`src/rtl/regfile_write_arbiter_pkg.sv`:
```
// Shared definitions for the register-bank write arbiter: default sizes,
// FSM state encoding and the one-hot decode helper.
package regfile_arb_pkg;

    localparam int NREQ_D      = 3;
    localparam int NREG_D      = 4;
    localparam int W_D         = 8;
    localparam int SELW_D      = 2;
    localparam int MAX_BURST_D = 4;

    typedef logic [0:0] state_t;

    localparam logic [0:0] ST_IDLE = 1'b0;
    localparam logic [0:0] ST_LOCK = 1'b1;

    function automatic logic [31:0] onehot(input int unsigned idx);
        onehot = 32'd1 << idx;
    endfunction

endpackage

```
`src/rtl/regfile_write_arbiter_if.sv`:
```
// Request/grant bundle between the write sources and the arbiter, plus the
// register-bank side (D bus, active-low enables) and status flags.
interface regfile_write_arbiter_if
    import regfile_arb_pkg::*;
#(
    parameter int NREQ = NREQ_D,
    parameter int NREG = NREG_D,
    parameter int W    = W_D,
    parameter int SELW = SELW_D
);
    logic [NREQ-1:0]      req;
    logic [NREQ-1:0]      req_lock;
    logic [NREQ*SELW-1:0] req_sel;
    logic [NREQ*W-1:0]    req_data;
    logic [NREQ-1:0]      ack;
    logic [NREG-1:0]      wr_en_n;
    logic [W-1:0]         wr_data;
    logic                 busy;
    logic                 err;

    modport master (
        output req, req_lock, req_sel, req_data,
        input  ack, wr_en_n, wr_data, busy, err
    );

    modport slave (
        input  req, req_lock, req_sel, req_data,
        output ack, wr_en_n, wr_data, busy, err
    );
endinterface

```
`src/rtl/regfile_write_arbiter_rr_pick.sv`:
```
// Combinational round-robin picker: first eligible index at or after rr,
// wrapping modulo NREQ.
module rr_pick #(
    parameter int NREQ = 3,
    parameter int IDXW = 2
) (
    input  logic [NREQ-1:0] eligible,
    input  logic [IDXW-1:0] rr,
    output logic [IDXW-1:0] winner,
    output logic            valid
);

    // Scan from the farthest offset back toward rr so the nearest eligible index wins
    always_comb begin
        winner = {IDXW{1'b0}};
        valid  = 1'b0;
        for (int k = NREQ - 1; k >= 0; k--) begin
            valid  = valid | eligible[(int'(rr) + k) % NREQ];
            winner = eligible[(int'(rr) + k) % NREQ] ? IDXW'((int'(rr) + k) % NREQ) : winner;
        end
    end

endmodule

```
`src/rtl/regfile_write_arbiter.sv`:
```
// Round-robin write arbiter for a 74377-style octal register bank, with
// bounded locked bursts. Every output is registered.
module regfile_write_arbiter
    import regfile_arb_pkg::*;
#(
    parameter int NREQ      = NREQ_D,
    parameter int NREG      = NREG_D,
    parameter int W         = W_D,
    parameter int SELW      = SELW_D,
    parameter int MAX_BURST = MAX_BURST_D
) (
    input  logic                  clk,
    input  logic                  rst_n,
    regfile_write_arbiter_if.slave bus
);

    localparam int IDXW = (NREQ > 1) ? $clog2(NREQ) : 1;
    localparam int CNTW = $clog2(MAX_BURST + 1);

    state_t            state_r, state_nxt_s;
    logic [IDXW-1:0]   owner_r, owner_nxt_s, rr_r, rr_nxt_s, pick_s, gidx_s;
    logic [CNTW-1:0]   cnt_r, cnt_nxt_s;
    logic [NREQ-1:0]   eligible_s, ack_r, ack_nxt_s;
    logic [NREG-1:0]   wr_en_n_r, wr_en_n_nxt_s;
    logic [W-1:0]      wr_data_r, wr_data_nxt_s, gdata_s;
    logic [SELW-1:0]   gsel_s;
    logic              pick_valid_s, lock_cont_s, grant_s, sel_ok_s;
    logic              busy_r, err_r, err_nxt_s;

    // A requester acked last cycle sits out one cycle unless it owns the lock
    always_comb begin
        eligible_s = {NREQ{1'b0}};
        for (int i = 0; i < NREQ; i++) begin
            eligible_s[i] = bus.req[i] & ~ack_r[i]
                          & ~((state_r == ST_LOCK) & (owner_r == IDXW'(i)));
        end
    end

    rr_pick #(.NREQ(NREQ), .IDXW(IDXW)) u_pick (
        .eligible (eligible_s),
        .rr       (rr_r),
        .winner   (pick_s),
        .valid    (pick_valid_s)
    );

    // Choose between continuing the locked burst and a fresh round-robin grant
    always_comb begin
        lock_cont_s = (state_r == ST_LOCK) && bus.req[owner_r] && bus.req_lock[owner_r]
                      && (cnt_r < CNTW'(MAX_BURST));
        grant_s     = lock_cont_s | pick_valid_s;
        gidx_s      = lock_cont_s ? owner_r : pick_s;
        gsel_s      = bus.req_sel[gidx_s*SELW +: SELW];
        gdata_s     = bus.req_data[gidx_s*W +: W];
        sel_ok_s    = (32'(gsel_s) < 32'(NREG));
    end

    // FSM, burst counter and round-robin pointer next state
    always_comb begin
        state_nxt_s = state_r;
        owner_nxt_s = owner_r;
        cnt_nxt_s   = cnt_r;
        rr_nxt_s    = rr_r;
        if (lock_cont_s) begin
            cnt_nxt_s = cnt_r + CNTW'(1);
        end else if (pick_valid_s) begin
            rr_nxt_s = (pick_s == IDXW'(NREQ - 1)) ? {IDXW{1'b0}} : pick_s + IDXW'(1);
            if (bus.req_lock[pick_s]) begin
                state_nxt_s = ST_LOCK;
                owner_nxt_s = pick_s;
                cnt_nxt_s   = CNTW'(1);
            end else begin
                state_nxt_s = ST_IDLE;
                cnt_nxt_s   = {CNTW{1'b0}};
            end
        end else begin
            state_nxt_s = ST_IDLE;
            cnt_nxt_s   = {CNTW{1'b0}};
        end
    end

    // Output next values; an out-of-range index still acks but enables nothing
    always_comb begin
        ack_nxt_s     = grant_s ? NREQ'(onehot(32'(gidx_s))) : {NREQ{1'b0}};
        wr_data_nxt_s = grant_s ? gdata_s : wr_data_r;
        wr_en_n_nxt_s = (grant_s && sel_ok_s) ? ~NREG'(onehot(32'(gsel_s))) : {NREG{1'b1}};
        err_nxt_s     = err_r | (grant_s & ~sel_ok_s);
    end

    // State and output registers; reset drops every enable immediately
    always_ff @(posedge clk or negedge rst_n) begin
        if (!rst_n) begin
            state_r   <= ST_IDLE;
            owner_r   <= {IDXW{1'b0}};
            cnt_r     <= {CNTW{1'b0}};
            rr_r      <= {IDXW{1'b0}};
            ack_r     <= {NREQ{1'b0}};
            wr_en_n_r <= {NREG{1'b1}};
            wr_data_r <= {W{1'b0}};
            busy_r    <= 1'b0;
            err_r     <= 1'b0;
        end else begin
            state_r   <= state_nxt_s;
            owner_r   <= owner_nxt_s;
            cnt_r     <= cnt_nxt_s;
            rr_r      <= rr_nxt_s;
            ack_r     <= ack_nxt_s;
            wr_en_n_r <= wr_en_n_nxt_s;
            wr_data_r <= wr_data_nxt_s;
            busy_r    <= (state_nxt_s == ST_LOCK);
            err_r     <= err_nxt_s;
        end
    end

    assign bus.ack     = ack_r;
    assign bus.wr_en_n = wr_en_n_r;
    assign bus.wr_data = wr_data_r;
    assign bus.busy    = busy_r;
    assign bus.err     = err_r;

endmodule
```
`src/flat_wrapper.sv`:
```
// flat-port wrapper written by rule: the top's interface ports become plain ports
module regfile_write_arbiter_flat import regfile_arb_pkg::*;
#(
    parameter int NREQ      = NREQ_D,
    parameter int NREG      = NREG_D,
    parameter int W         = W_D,
    parameter int SELW      = SELW_D,
    parameter int MAX_BURST = MAX_BURST_D
)
  (clk, rst_n, bus_req, bus_req_lock, bus_req_sel, bus_req_data, bus_ack, bus_wr_en_n, bus_wr_data, bus_busy, bus_err);
  regfile_write_arbiter_if #(.NREQ(NREQ), .NREG(NREG), .W(W), .SELW(SELW)) bus_i ();
  input  logic clk;
  input  logic rst_n;
  input wire logic [$bits(bus_i.req)-1:0] bus_req;
  input wire logic [$bits(bus_i.req_lock)-1:0] bus_req_lock;
  input wire logic [$bits(bus_i.req_sel)-1:0] bus_req_sel;
  input wire logic [$bits(bus_i.req_data)-1:0] bus_req_data;
  output wire logic [$bits(bus_i.ack)-1:0] bus_ack;
  output wire logic [$bits(bus_i.wr_en_n)-1:0] bus_wr_en_n;
  output wire logic [$bits(bus_i.wr_data)-1:0] bus_wr_data;
  output wire logic [$bits(bus_i.busy)-1:0] bus_busy;
  output wire logic [$bits(bus_i.err)-1:0] bus_err;
  assign bus_i.req = bus_req;
  assign bus_i.req_lock = bus_req_lock;
  assign bus_i.req_sel = bus_req_sel;
  assign bus_i.req_data = bus_req_data;
  assign bus_ack = bus_i.ack;
  assign bus_wr_en_n = bus_i.wr_en_n;
  assign bus_wr_data = bus_i.wr_data;
  assign bus_busy = bus_i.busy;
  assign bus_err = bus_i.err;
  regfile_write_arbiter #(.NREQ(NREQ), .NREG(NREG), .W(W), .SELW(SELW), .MAX_BURST(MAX_BURST)) u_core (.clk(clk), .rst_n(rst_n), .bus(bus_i));
endmodule
```
`config.mk`:
```
export PLATFORM = sky130hd
export DESIGN_NAME = regfile_write_arbiter_flat
export DESIGN_NICKNAME = d
export VERILOG_FILES = /design/src/rtl/regfile_write_arbiter_pkg.sv /design/src/rtl/regfile_write_arbiter_if.sv /design/src/rtl/regfile_write_arbiter_rr_pick.sv /design/src/rtl/regfile_write_arbiter.sv /design/src/flat_wrapper.sv
export SDC_FILE = /design/constraint.sdc
export NUM_CORES = 1
export LEC_CHECK = 0
export BUFFER_PORTS_ARGS = -buffer_cell sky130_fd_sc_hd__buf_2
export CORE_ASPECT_RATIO = 0.9
export CORE_UTILIZATION = 35
export CTS_BUF_LIST = sky130_fd_sc_hd__clkbuf_4 sky130_fd_sc_hd__clkbuf_8
export CTS_CLUSTER_SIZE = 12
export DETAILED_ROUTE_END_ITERATION = 8
export PLACE_DENSITY = 0.7
export SYNTH_ARGS = -nofsm -noshare
export SYNTH_HDL_FRONTEND = slang
export SYNTH_SLANG_ARGS = --single-unit
```
`constraint.sdc`:
```
create_clock -name clk -period 2.7 [get_ports clk]
set_clock_uncertainty 0.2 [all_clocks]
set_input_delay 0 -clock clk [delete_from_list [all_inputs] [get_ports clk]]
set_output_delay 0 -clock clk [all_outputs]
set_load 0.02 [all_outputs]
```
### Word level (Yosys, flattened, before mapping)

Cells that the tools add are included.

| operators by class | value |
|---|---|
| multiplexer cells | 27 |
| eq/ne operators | 3 |
| reductions and logical operators | 6 |
| $lt $le $gt $ge | 6 |
| $mul | 0 |
| shift-type cells | 4 |
| bitwise logic cells | 20 |
| add/subtract/negate cells | 4 |
| div/mod/pow operators | 3 |

Operator list:

| kind | count |
|---|---|
| 32-bit by 4-bit < comparator with 1-bit output (second input constant) | 3 |
| 32-bit by 3-bit remainder unit with 32-bit output (second input constant) | 2 |
| 3-bit by 3-bit remainder unit with 32-bit output (second input constant) | 1 |
| 24-bit by 6-bit variable part select with 8-bit output | 1 |
| 1-bit two-way mux | 13 |
| 1-bit binary-select mux with 2-bit select | 6 |
| 2-bit two-way mux | 5 |
| 1-bit bitwise AND | 9 |
| 1-bit inverter | 7 |
| 2-bit by 3-bit < comparator with 1-bit output (second input constant) | 2 |
| 3-bit two-way mux | 2 |
| 6-bit by 4-bit variable part select with 2-bit output | 1 |
| 2-bit == test (second input constant) | 2 |
| 4-bit two-way mux | 1 |
| 4-bit inverter | 1 |
| 1-bit by 2-bit << shifter with 4-bit output (first input constant) | 1 |
| 2-bit by 1-bit adder with 3-bit output (second input constant) | 1 |
| 2-bit by 2-bit adder with 3-bit output (second input constant) | 1 |
| 3-bit by 1-bit adder with 3-bit output (second input constant) | 1 |
| 1-bit logical AND | 3 |
| 3-bit < comparator (second input constant) | 1 |
| 1-bit bitwise OR | 3 |
| 3-bit AND reduction | 1 |
| 1-bit by 2-bit << shifter with 3-bit output (first input constant) | 1 |
| 4 further kinds | 4 |

| word-level totals | value |
|---|---|
| ROM bits | 0 |
| logic and storage cells | 80 |
| bits of input ports | 38 |
| memories kept | 0 |
| bits in latches | 0 |
| bits in writable memories | 0 |
| output and inout port bits | 17 |
| flip-flop bits (word level) | 23 |

### Logic depth before layout (Yosys ltp)

| logic depth | value |
|---|---|
| depth in word-level cells | 15 |
| depth in mapped cells | 9 |
| depth with buffers taken out | 8 |

### Cells and area by module

A second synthesis with hierarchy kept.

| unflattened totals | value |
|---|---|
| cells, all modules | 148 |
| area, all modules | 1,442.6 µm² |

Modules (own cells, without submodules):

| module | seq. area each (µm²) | instances | area each (µm²) | cells each |
|---|---|---|---|---|
| regfile_write_arbiter | 580.6 | 1 | 1,251.2 | 121 |
| rr_pick | 0.0 | 1 | 191.4 | 27 |

### Worst setup path before layout

No wires, ideal clock.

| timing path | value |
|---|---|
| path kind | register to register |
| from | reg u_core.rr_r[0] |
| to | reg u_core.wr_en_n_r[3] (netlist: u_core.bus.wr_en_n[3]) |
| data required time | 2,412 ps |
| cell stages (with the launch flop) | 10 |
| library setup time | 88 ps |
| clock period less this slack | 2,830 ps |
| path slack | -130 ps |
| data arrival time | 2,542 ps |
| path buffers | 1 |
| path through | dfrtp_1 > inv_1 > ha_1 > nor4bb_2 > a2111oi_2 > and4bb_4 > o31ai_1 > buf_2 > a222oi_1 > or3_1 |

| on the way | value |
|---|---|
| word-level cells in the longest chain between the ends | 13 |
| elaborated cells between the ends (all ways) | 25 |
| those cells by class | add/sub: 2; div: 3; shift: 2; mux: 14; bitwise: 4 |

Ends and longest elaborated chain:

| what | line | RTL |
|---|---|---|
| start: declaration | regfile_write_arbiter.sv:21 | `logic [IDXW-1:0] owner_r, owner_nxt_s, rr_r, rr_nxt_s, pick_s, gidx_s;` |
| start signal: assignment | regfile_write_arbiter.sv:95 | `rr_r <= {IDXW{1'b0}};` |
| start signal: assignment | regfile_write_arbiter.sv:105 | `rr_r <= rr_nxt_s;` |
| 2-bit by 2-bit adder with 3-bit output | regfile_write_arbiter_rr_pick.sv:18, regfile_write_arbiter_rr_pick.sv:19 |  |
| 32-bit by 3-bit remainder unit with 32-bit output | regfile_write_arbiter_rr_pick.sv:18, regfile_write_arbiter_rr_pick.sv:19 |  |
| 1-bit binary-select mux with 2-bit select | regfile_write_arbiter_rr_pick.sv:18, regfile_write_arbiter_rr_pick.sv:19 |  |
| 1-bit two-way mux (implied by the code) (2 in series) | regfile_write_arbiter_rr_pick.sv:18, regfile_write_arbiter_rr_pick.sv:19 |  |
| 2-bit two-way mux (3 in series) | regfile_write_arbiter_rr_pick.sv:19 | `winner = eligible[(int'(rr) + k) % NREQ] ? IDXW'((int'(rr) + k) % NREQ) : winner;` |
| 2-bit two-way mux | regfile_write_arbiter.sv:51 | `gidx_s = lock_cont_s ? owner_r : pick_s;` |
| 6-bit by 4-bit variable part select with 2-bit output | regfile_write_arbiter.sv:52 | `gsel_s = bus.req_sel[gidx_s*SELW +: SELW];` |
| 1-bit by 2-bit << shifter with 4-bit output | regfile_write_arbiter_pkg.sv:17 | `onehot = 32'd1 << idx;` |
| 4-bit inverter | regfile_write_arbiter.sv:85 | `wr_en_n_nxt_s = (grant_s && sel_ok_s) ? ~NREG'(onehot(32'(gsel_s))) : {NREG{1'b1}};` |
| 4-bit two-way mux (*) | regfile_write_arbiter.sv:85 |  |
| named net u_core.wr_en_n_nxt_s[3] | regfile_write_arbiter.sv:24 | `logic [NREG-1:0] wr_en_n_r, wr_en_n_nxt_s;` |
| end signal: assignment | regfile_write_arbiter.sv:97 | `wr_en_n_r <= {NREG{1'b1}};` |
| end signal: assignment | regfile_write_arbiter.sv:107 | `wr_en_n_r <= wr_en_n_nxt_s;` |
| end: declaration | regfile_write_arbiter.sv:24 |  |

The timed path passes the listed nets; every way through them passes the cells marked *. The select of a mux whose other input is x is not followed.
A chain may end at the register's enable or synchronous reset.

### Worst setup path after layout

Ends and elaborated chain as after synthesis.

==> out/metrics.cfg <==
[pwr]
cellLeakagePower_uw=0.00101
irDropWorstVdd_mv=0.640
power_density_nw_per_um2=1300

[synthesis]
seq_area_frac_synth_pct=43.5
synthFlopType=dfrtp_1
synth_fp_nets=166
ys_types=49
synth-seq-cells=23
async_flop_share_pct=100
synth.avg_cell_area_um2=10.7
synth_edf_count=0
syn_inst=125
yosys_warnings=0
syn_area_um2=1340

[route]
wl_per_cell_um=18.9
viasPerCell=5.92
vias=1599
ant_nets=0
drtPass1Iterations=7
drt_iter0_drc=136
drc=0
wl_um=5100

[setup_path]
rrSetupSlack_ns=-0.05
endpoint=u_core.bus.wr_en_n[3]$_DFF_PN1_
cp_max_fo=5
startpoint=u_core.rr_r[0]$_DFFE_PN0P_
crit_type=reg2reg
r2r-end=u_core.bus.wr_en_n[3]$_DFF_PN1_
worstPathRequired_ns=2.70
worstSetupEndpointType=register
r2r_cells=10
crit_arrival_ns=2.75
r2r_start=u_core.rr_r[0]$_DFFE_PN0P_
start_kind=register

[sta]
rsz0062_at_grt=true
worst_slack_ns=-0.0490
period_share_pct=102
slew_headroom_pct=66.0
setup_tns_ns=-0.112
worst_slew_pin_slew_ns=0.510
max_freq_ghz=0.364
hold_viol=0
fin_crit_ns=2.75
setup_violations=4
maxSlewViolCount=0

[grt]
grt_overflow=0
antenna_found_initial=0
grt_max_degree=24
grt_pass1_wl_um=7860
grt_usage_pct=26.7
grt_pass1_vias=1667

[layout]
antennaDiodeCount=0
final_util_pct=63.1
final_nets=268
syn_to_final_growth_pct=65.5
drive_above_1_share_pct=43.4

[clock_tree]
cts_max_path_buffers=2
clk_pin_slew_worst_paths_ns=0.09
cts_inserted_buffers=3
h-tree-depth=1
clkSinkCount=23
root_buffer=clkbuf_8
clkLatencyLatePin_ns=0.27
cts_tree=yes

[placement]
hpwl_um=2870
gp_congestion=0.977
io_buffers=53
post-place-ws_ns=-0.0198

[outcome]
failed_checks=negative setup slack
status=complete, but fails checks

[die]
die-area_um2=4070
start_util_pct=38.1
ios=55
fp.dieH_um=60.6
core_area_um2=3500
row_count=20
die_w_um=67.1

[run]
maxCapViolCount=0

[min_path]
hold_class=in2async

[layout by cell type (no fill, tap or decap), types with 2 or more instances in the layout]
cell and n:
nor3_1 3, ha_1 2, or3_1 2, dfrtp_1 19
nor2b_1 3, a222oi_1 9, dfstp_2 4, o21ai_0 5
nand3_2 2, nand3b_1 6, nand2_1 13, buf_2 53
inv_1 3, a2111oi_4 2, clkbuf_8 3, mux2i_1 2
nand2b_1 2, buf_4 19, and2_1 2, dlygate4sd3_1 33
o21ai_1 6, o211ai_1 2
[through the flow]
step	std cells	power [uW]	hold slack, ns	cell area [um^2]
global placement	229	2210	-0.207	1740
global route	270	3040	0.0676	2210
floorplan	125	1730	-0.496	1350
CTS	266	2650	0.0293	2160
detailed placement	229	2290	-0.194	1740
finish	270	2860	0.0213	2210
[report_power, final]
part | switching, uW | internal, uW | leakage [uW] | total, uW
Clock | 123 | 103 | 0.0000255 | 226
Sequential | 133 | 515 | 0.000279 | 648
Combinational | 1060 | 925 | 0.000705 | 1990
[critical path, cell delays in order (launching register included)]
cell and delay [ns]:
dfrtp_1 0.40, inv_2 0.06, ha_4 0.26, buf_4 0.16
nand3_2 0.09, nand3_2 0.11, or4_4 0.61, o21ai_4 0.19
a222oi_1 0.12, buf_4 0.17, or3_1 0.30
[layer usage]
metal  vias to the layer above  wire length, um  global-route usage, %
li1                        684                -                      -
met1                       781             1890                   28.9
met2                       102             2670                   46.6
met3                        32              299                   5.26
met4                         0              248                   19.8
met5                         -                0                      0
[logic make-up (layout without fill, tap and decap cells)]
family                   count (synthesis)  after routing  share of synthesized area [%]
AO/OA/AOI/OAI                           38             38                           24.3
adder cells (fa/ha/maj)                  3              3                           2.81
buffers and inverters                   13            114                           5.06
flip-flops                              23             23                           43.5
multiplexers                             3              3                           2.62
other                                    1              1                          0.281
AND/OR/NAND/NOR                         44             44                           21.5
[cells in the mapped netlist (2+ instances only)]
library cell / n / area share, %
clkbuf_1: 2 / 0.56
dfstp_2: 4 / 7.9
inv_1: 4 / 1.1
mux2i_1: 2 / 1.5
buf_2: 4 / 1.5
nand3b_1: 6 / 3.4
nand2b_1: 2 / 0.94
nand3_1: 2 / 0.75
or3_1: 2 / 0.94
o21ai_1: 3 / 1.1
nor3_1: 3 / 1.1
ha_1: 3 / 2.8
nor2b_1: 3 / 1.4
nand2_1: 13 / 3.7
a222oi_1: 9 / 6.7
dfrtp_1: 19 / 36
o21ai_0: 8 / 3.0
o211ai_1: 2 / 1.1
o31ai_1: 3 / 1.7
and2_1: 2 / 0.94
[cell type report]
| type | count | area (um^2) |
|---|---|---|
| inverter | 5 | 21.3 |
| multi-input combinational | 89 | 768 |
| clock buffer | 3 | 41.3 |
| clock inverter | 1 | 5.00 |
| tap | 44 | 55.1 |
| fill | 285 | 1290 |
| sequential | 23 | 581 |
| timing repair buffer | 105 | 738 |
[state kept, by name (all words and copies together) (netlist names)]
signal / cells
u_core.bus.wr_data: 8
u_core.bus.wr_en_n: 4
u_core.bus.ack: 3
u_core.cnt_r: 3
u_core.owner_r: 2
u_core.rr_r: 2
u_core.state_r: 1
[worst min path at each step]
stage | cells past startpoint | end
2_1_floorplan | 0 | u_core.bus.ack[0]$_DFF_PN0_
3_3_place_gp | 1 | u_core.state_r$_DFFE_PN0N_
3_5_place_dp | 1 | u_core.state_r$_DFFE_PN0N_
4_1_cts | 3 | u_core.owner_r[0]$_DFFE_PN0P_
5_1_grt | 2 | u_core.bus.wr_data[5]$_DFFE_PN0N_
6_report | 2 | u_core.bus.wr_data[7]$_DFFE_PN0N_
[repair_timing]
action                                 in CTS  in global routing
gates resized for setup                     6                  7
setup endpoints to repair                   3                 11
endpoints found under the hold margin      36                  0
buffers inserted                            0                  4
hold buffers                               33                  0
pin swaps                                   0                  6
Note: power is estimated with default switching activity, not from simulation.
